### src/rtl/uart_tx_pkg.sv
// Shared definitions for the UART transmit frame controller: state encoding,
// default data width and serial line levels.
package uart_tx_pkg;

  localparam int DEFAULT_DATA_WIDTH = 8;

  localparam logic START_BIT = 1'b0;
  localparam logic STOP_BIT  = 1'b1;
  localparam logic IDLE_LVL  = 1'b1;

  localparam logic [2:0] IDLE_ENC   = 3'd0;
  localparam logic [2:0] START_ENC  = 3'd1;
  localparam logic [2:0] DATA_ENC   = 3'd2;
  localparam logic [2:0] PARITY_ENC = 3'd3;
  localparam logic [2:0] STOP_ENC   = 3'd4;

  typedef enum logic [2:0] {
    IDLE   = IDLE_ENC,
    START  = START_ENC,
    DATA   = DATA_ENC,
    PARITY = PARITY_ENC,
    STOP   = STOP_ENC
  } state_e;

endpackage

### src/rtl/uart_tx_serializer.sv
// LSB-first data shift register with a bit counter; ser_done flags the last
// data bit so the controller can leave the data phase without wrapping.
module uart_tx_serializer
  import uart_tx_pkg::*;
#(
  parameter int DATA_WIDTH = DEFAULT_DATA_WIDTH
) (
  input  logic                  clk,
  input  logic                  rst,
  input  logic                  load,
  input  logic                  shift_en,
  input  logic                  cnt_en,
  input  logic [DATA_WIDTH-1:0] data,
  output logic                  ser_data,
  output logic                  ser_done
);

  localparam int CNT_W = (DATA_WIDTH > 1) ? $clog2(DATA_WIDTH) : 1;
  localparam logic [CNT_W-1:0] LAST_CNT = CNT_W'(DATA_WIDTH - 1);

  logic [DATA_WIDTH-1:0] shift_r;
  logic [CNT_W-1:0]      bit_cnt_r;

  // Shift register and data bit counter; load restarts both.
  always_ff @(posedge clk) begin
    if (rst) begin
      shift_r   <= '0;
      bit_cnt_r <= '0;
    end else if (load) begin
      shift_r   <= data;
      bit_cnt_r <= '0;
    end else begin
      if (shift_en) begin
        shift_r <= {1'b0, shift_r[DATA_WIDTH-1:1]};
      end
      if (cnt_en && (bit_cnt_r != LAST_CNT)) begin
        bit_cnt_r <= bit_cnt_r + CNT_W'(1'b1);
      end
    end
  end

  assign ser_data = shift_r[0];
  assign ser_done = (bit_cnt_r == LAST_CNT);

endmodule

### src/rtl/uart_tx_ctrl.sv
// UART transmit frame controller: accepts a byte plus captured parity and
// drives start, LSB-first data, optional parity and stop bits on TX_OUT.
module uart_tx_ctrl
  import uart_tx_pkg::*;
#(
  parameter int DATA_WIDTH = DEFAULT_DATA_WIDTH,
  parameter int STOP_BITS  = 1
) (
  input  logic                  CLK,
  input  logic                  RST,
  input  logic [DATA_WIDTH-1:0] P_DATA,
  input  logic                  Data_valid,
  input  logic                  PAR_EN,
  input  logic                  PAR_TYP,
  input  logic                  par_bit,
  output logic                  TX_OUT,
  output logic                  busy
);

  // Stop counter is one bit wide because only one or two stop bits are legal.
  localparam logic STOP_LAST = 1'(STOP_BITS - 1);

  state_e state_r, state_s;
  logic   tx_out_r, tx_out_s;
  logic   busy_r, busy_s;
  logic   stop_cnt_r, stop_cnt_s;
  logic   par_en_r, par_en_s;
  logic   par_bit_r, par_bit_s;
  logic   load_s, shift_en_s, cnt_en_s;
  logic   ser_data_s, ser_done_s;
  logic   unused_par_typ_s;

  // Parity type only configures the upstream calculator.
  assign unused_par_typ_s = PAR_TYP;

  uart_tx_serializer #(
    .DATA_WIDTH(DATA_WIDTH)
  ) u_serializer (
    .clk      (CLK),
    .rst      (RST),
    .load     (load_s),
    .shift_en (shift_en_s),
    .cnt_en   (cnt_en_s),
    .data     (P_DATA),
    .ser_data (ser_data_s),
    .ser_done (ser_done_s)
  );

  // Next-state and next-output logic for the frame sequencer.
  always_comb begin
    state_s    = state_r;
    tx_out_s   = tx_out_r;
    busy_s     = busy_r;
    stop_cnt_s = stop_cnt_r;
    par_en_s   = par_en_r;
    par_bit_s  = par_bit_r;
    load_s     = 1'b0;
    shift_en_s = 1'b0;
    cnt_en_s   = 1'b0;
    case (state_r)
      IDLE: begin
        if (Data_valid) begin
          load_s    = 1'b1;
          par_en_s  = PAR_EN;
          par_bit_s = par_bit;
          state_s   = START;
          tx_out_s  = START_BIT;
          busy_s    = 1'b1;
        end else begin
          state_s  = IDLE;
          tx_out_s = IDLE_LVL;
          busy_s   = 1'b0;
        end
      end
      START: begin
        state_s    = DATA;
        tx_out_s   = ser_data_s;
        shift_en_s = 1'b1;
      end
      DATA: begin
        if (ser_done_s) begin
          stop_cnt_s = 1'b0;
          if (par_en_r) begin
            state_s  = PARITY;
            tx_out_s = par_bit_r;
          end else begin
            state_s  = STOP;
            tx_out_s = STOP_BIT;
          end
        end else begin
          tx_out_s   = ser_data_s;
          shift_en_s = 1'b1;
          cnt_en_s   = 1'b1;
        end
      end
      PARITY: begin
        state_s    = STOP;
        tx_out_s   = STOP_BIT;
        stop_cnt_s = 1'b0;
      end
      STOP: begin
        if (stop_cnt_r == STOP_LAST) begin
          state_s  = IDLE;
          tx_out_s = IDLE_LVL;
          busy_s   = 1'b0;
        end else begin
          tx_out_s   = STOP_BIT;
          stop_cnt_s = stop_cnt_r + 1'b1;
        end
      end
      default: begin
        state_s  = IDLE;
        tx_out_s = IDLE_LVL;
        busy_s   = 1'b0;
      end
    endcase
  end

  // State and output registers; reset aborts any frame in progress.
  always_ff @(posedge CLK) begin
    if (RST) begin
      state_r    <= IDLE;
      tx_out_r   <= IDLE_LVL;
      busy_r     <= 1'b0;
      stop_cnt_r <= 1'b0;
      par_en_r   <= 1'b0;
      par_bit_r  <= 1'b0;
    end else begin
      state_r    <= state_s;
      tx_out_r   <= tx_out_s;
      busy_r     <= busy_s;
      stop_cnt_r <= stop_cnt_s;
      par_en_r   <= par_en_s;
      par_bit_r  <= par_bit_s;
    end
  end

  assign TX_OUT = tx_out_r;
  assign busy   = busy_r;

endmodule
### config.mk
export PLATFORM = sky130hd
export DESIGN_NAME = uart_tx_ctrl
export DESIGN_NICKNAME = d
export VERILOG_FILES = /design/src/rtl/uart_tx_pkg.sv /design/src/rtl/uart_tx_serializer.sv /design/src/rtl/uart_tx_ctrl.sv
export SDC_FILE = /design/constraint.sdc
export NUM_CORES = 1
export LEC_CHECK = 0
export ABC_AREA = 1
export ABC_CLOCK_PERIOD_IN_PS = 3410
export CORE_ASPECT_RATIO = 0.75
export CORE_UTILIZATION = 35
export CTS_CLUSTER_SIZE = 40
export DETAILED_ROUTE_END_ITERATION = 10
export PLACE_DENSITY = 0.67
export SLEW_MARGIN = 30
export SYNTH_ARGS = -nofsm -noshare
export SYNTH_HDL_FRONTEND = slang
export SYNTH_SLANG_ARGS = --single-unit
### constraint.sdc
create_clock -name CLK -period 3.41 [get_ports CLK]
set_input_delay 0.5115 -clock CLK [delete_from_list [all_inputs] [get_ports CLK]]
set_output_delay 0.5115 -clock CLK [all_outputs]
set_load 0.1 [all_outputs]
==> results.toml <==
[place]
placed_area_um2 = 1040
io_buffers = 14
gp_congestion = 0.773
place_inst = 165
place_hpwl_um = 1370

[sta]
rsz0062_at_grt = "false"
fin_skew_ns = 0.00700
fin_tns_setup_ns = 0
drv_slew = 0
fmaxAchievable_mhz = 440
setup_viol = 0
maxSlewHeadroom_pct = 35.6
finalHoldViolCount = 0
tightest_slew_ns = 0.962
period_share_pct = 66.6
period_needed_ns = 2.27

[critical_path]
arrival_ns = 1.76
cp_num_buf_inv = 1
crit_path_top_delay_cell = "clkdlybuf4s50_1"
crit_type = "register to output port"
worstSetupStartpointType = "register"
critPathTopFamily = "buffers and inverters"
reg2regPathDepth = 8
reg2reg_slack_ns = 1.79
cpPeakStageDelay_ns = 1.13
r2r_start = "u_serializer.bit_cnt_r[0]$_SDFFE_PP0P_"
timing.rr.end = "u_serializer.shift_r[0]$_SDFFE_PP0P_"
worst-path-max-fanout = 2
setup.worst_path.end_class = "output port"
path_cells = "clkdlybuf4s50_1"
required_ns = 2.90

[min_path]
hp-start = "busy$_SDFFE_PP0N_"
min_to = "busy$_SDFFE_PP0N_"
hold_path.class = "register to register"
hold_depth = 2

[yosys]
synthFlopType = "dfxtp_1"
ys_seq_area_share_pct = 40.6
synth_edf_count = 0
syn_inst = 123
synth_seq_cells = 18
synth_fp_nets = 139
synth_cell_types = 22
yosys_warnings = 0
synth.avg_cell_area_um2 = 7.21
syn_area_um2 = 887
async_flop_share_pct = 0

[global_route]
grt_start_max_net_pins = 24
grt_pass1_wl_um = 3110
grt_usage_pct = 15.8
overflow = 0
first_global_vias = 711
antenna_found_initial = 0

[layout]
stdcell_count = 169
fin_area_um2 = 1080
final_net_count = 152
drive_gt1_share_pct = 8.15
area_growth_syn_to_layout_pct = 21.3
antennaDiodeCount = 0
layout_commonest_cell = "nand2_1"
final_cell_mix = "nand2_1 (38), dfxtp_1 (18), nand4_1 (14), clkdlybuf4s50_1 (14), a21oi_1 (12)"

[die]
coreArea_um2 = 2350
start_util_pct = 37.8
die_x_um = 60.1
ios = 16
die_h_um = 45.6
row_count = 15
die_area_um2 = 2740

[routing]
vias = 808
drc = 0
first_pass_iters = 4
totalWireLength_um = 1880
drtAntennaViolNets = 0
wl_per_cell_um = 11.1
via_per_inst = 4.78
drtIter0Drc = 23

[cts]
clock_sinks = 18
postCtsSetupBuffers = 0
cts_hold_buffers = 0
cts_tree = "yes"
numCtsBuffers = 3
clock_path_buffers = 2
path_clk_slew_ns = 0.10
h-tree-depth = 1
cts_root_buffer = "clkbuf_4"
cts_resized = 0
insertion_delay_ns = 0.29

[run_status]
outcome = "finished clean"

[power]
p_leak_nw = 0.459
peakVddDrop_v = 0.000288
powerDensity_nw_per_um2 = 556

[flow_run]
maxCapViolCount = 0
## final cells by class
| type | count | area, um^2 |
|---|---|---|
| fillers | 245 | 1270 |
| flip-flops and latches | 18 | 360 |
| well taps | 34 | 42.5 |
| inverters | 12 | 45.0 |
| repair buffers | 14 | 140 |
| multi-input cells | 87 | 452 |
| clock buffers | 4 | 36.3 |
## synth_stat cells, drive strengths merged, types with 2 or more instances
| cell | number | area, um^2 |
|---|---|---|
| ha | 2 | 25.0 |
| buf | 4 | 22.5 |
| nand3 | 3 | 30.0 |
| nand2 | 38 | 143 |
| nand4 | 14 | 87.6 |
| inv | 12 | 45.0 |
| a21oi | 12 | 60.1 |
| dfxtp | 18 | 360 |
| clkbuf | 2 | 7.51 |
| nor2 | 10 | 47.6 |
## worst max-delay path by stage
stage                                  from                                    to  slack (ns)  depth (start not counted)
after floorplan           busy$_SDFFE_PP0N_                                  busy        1.97                          0
after global placement           Data_valid  u_serializer.shift_r[0]$_SDFFE_PP0P_        1.26                          6
after detailed placement         Data_valid  u_serializer.shift_r[4]$_SDFFE_PP0P_        1.25                          5
after CTS                 busy$_SDFFE_PP0N_                                  busy        1.12                          1
after global routing      busy$_SDFFE_PP0N_                                  busy        1.07                          1
final                     busy$_SDFFE_PP0N_                                  busy        1.14                          1
## power by group
group | switching, mW | internal, mW | leakage [nW]
Combinational | 0.141 | 0.0657 | 0.291
Sequential | 0.0182 | 0.239 | 0.147
Clock | 0.0688 | 0.0650 | 0.0210
Total | 0.228 | 0.370 | 0.459
## metal layers
layer,up-vias,share of wire [%],routed length [um],GRT usage [%]
li1,435,-,-,-
met1,359,53,994,21.6
met2,12,44,821,23.7
met3,2,2.8,52,5.97
met4,0,0.69,13,2.79
met5,-,0,0,0
## sequential cells by signal, summed over array words and instances (netlist names)
signal	cells
TX_OUT	1
busy	1
par_bit_r	1
par_en_r	1
state_r	3
u_serializer.bit_cnt_r	3
u_serializer.shift_r	8
## stage by stage
| stage | setup WS (ns) | utilization (%) | hold WS [ns] | power [mW] |
|---|---|---|---|---|
| 2_1_floorplan | 1.97 | - | 0.431 | 0.422 |
| 3_3_place_gp | 1.26 | 44.3 | 0.452 | 0.463 |
| 3_5_place_dp | 1.25 | 44.3 | 0.454 | 0.468 |
| 4_1_cts | 1.12 | 45.9 | 0.472 | 0.601 |
| 5_1_grt | 1.07 | 45.9 | 0.497 | 0.637 |
| 6_report | 1.14 | 45.9 | 0.470 | 0.598 |
## cells by family (layout without fill, tap and decap cells)
logic type      after synthesis  after routing  synth area share, %
flops                        18             18                 40.6
compound gates               17             17                 11.1
fa+ha+maj                     2              2                 2.82
buf+inv                      18             30                 8.46
simple gates                 68             68                 37.0
No activity file was read; power rests on OpenSTA's default activity.
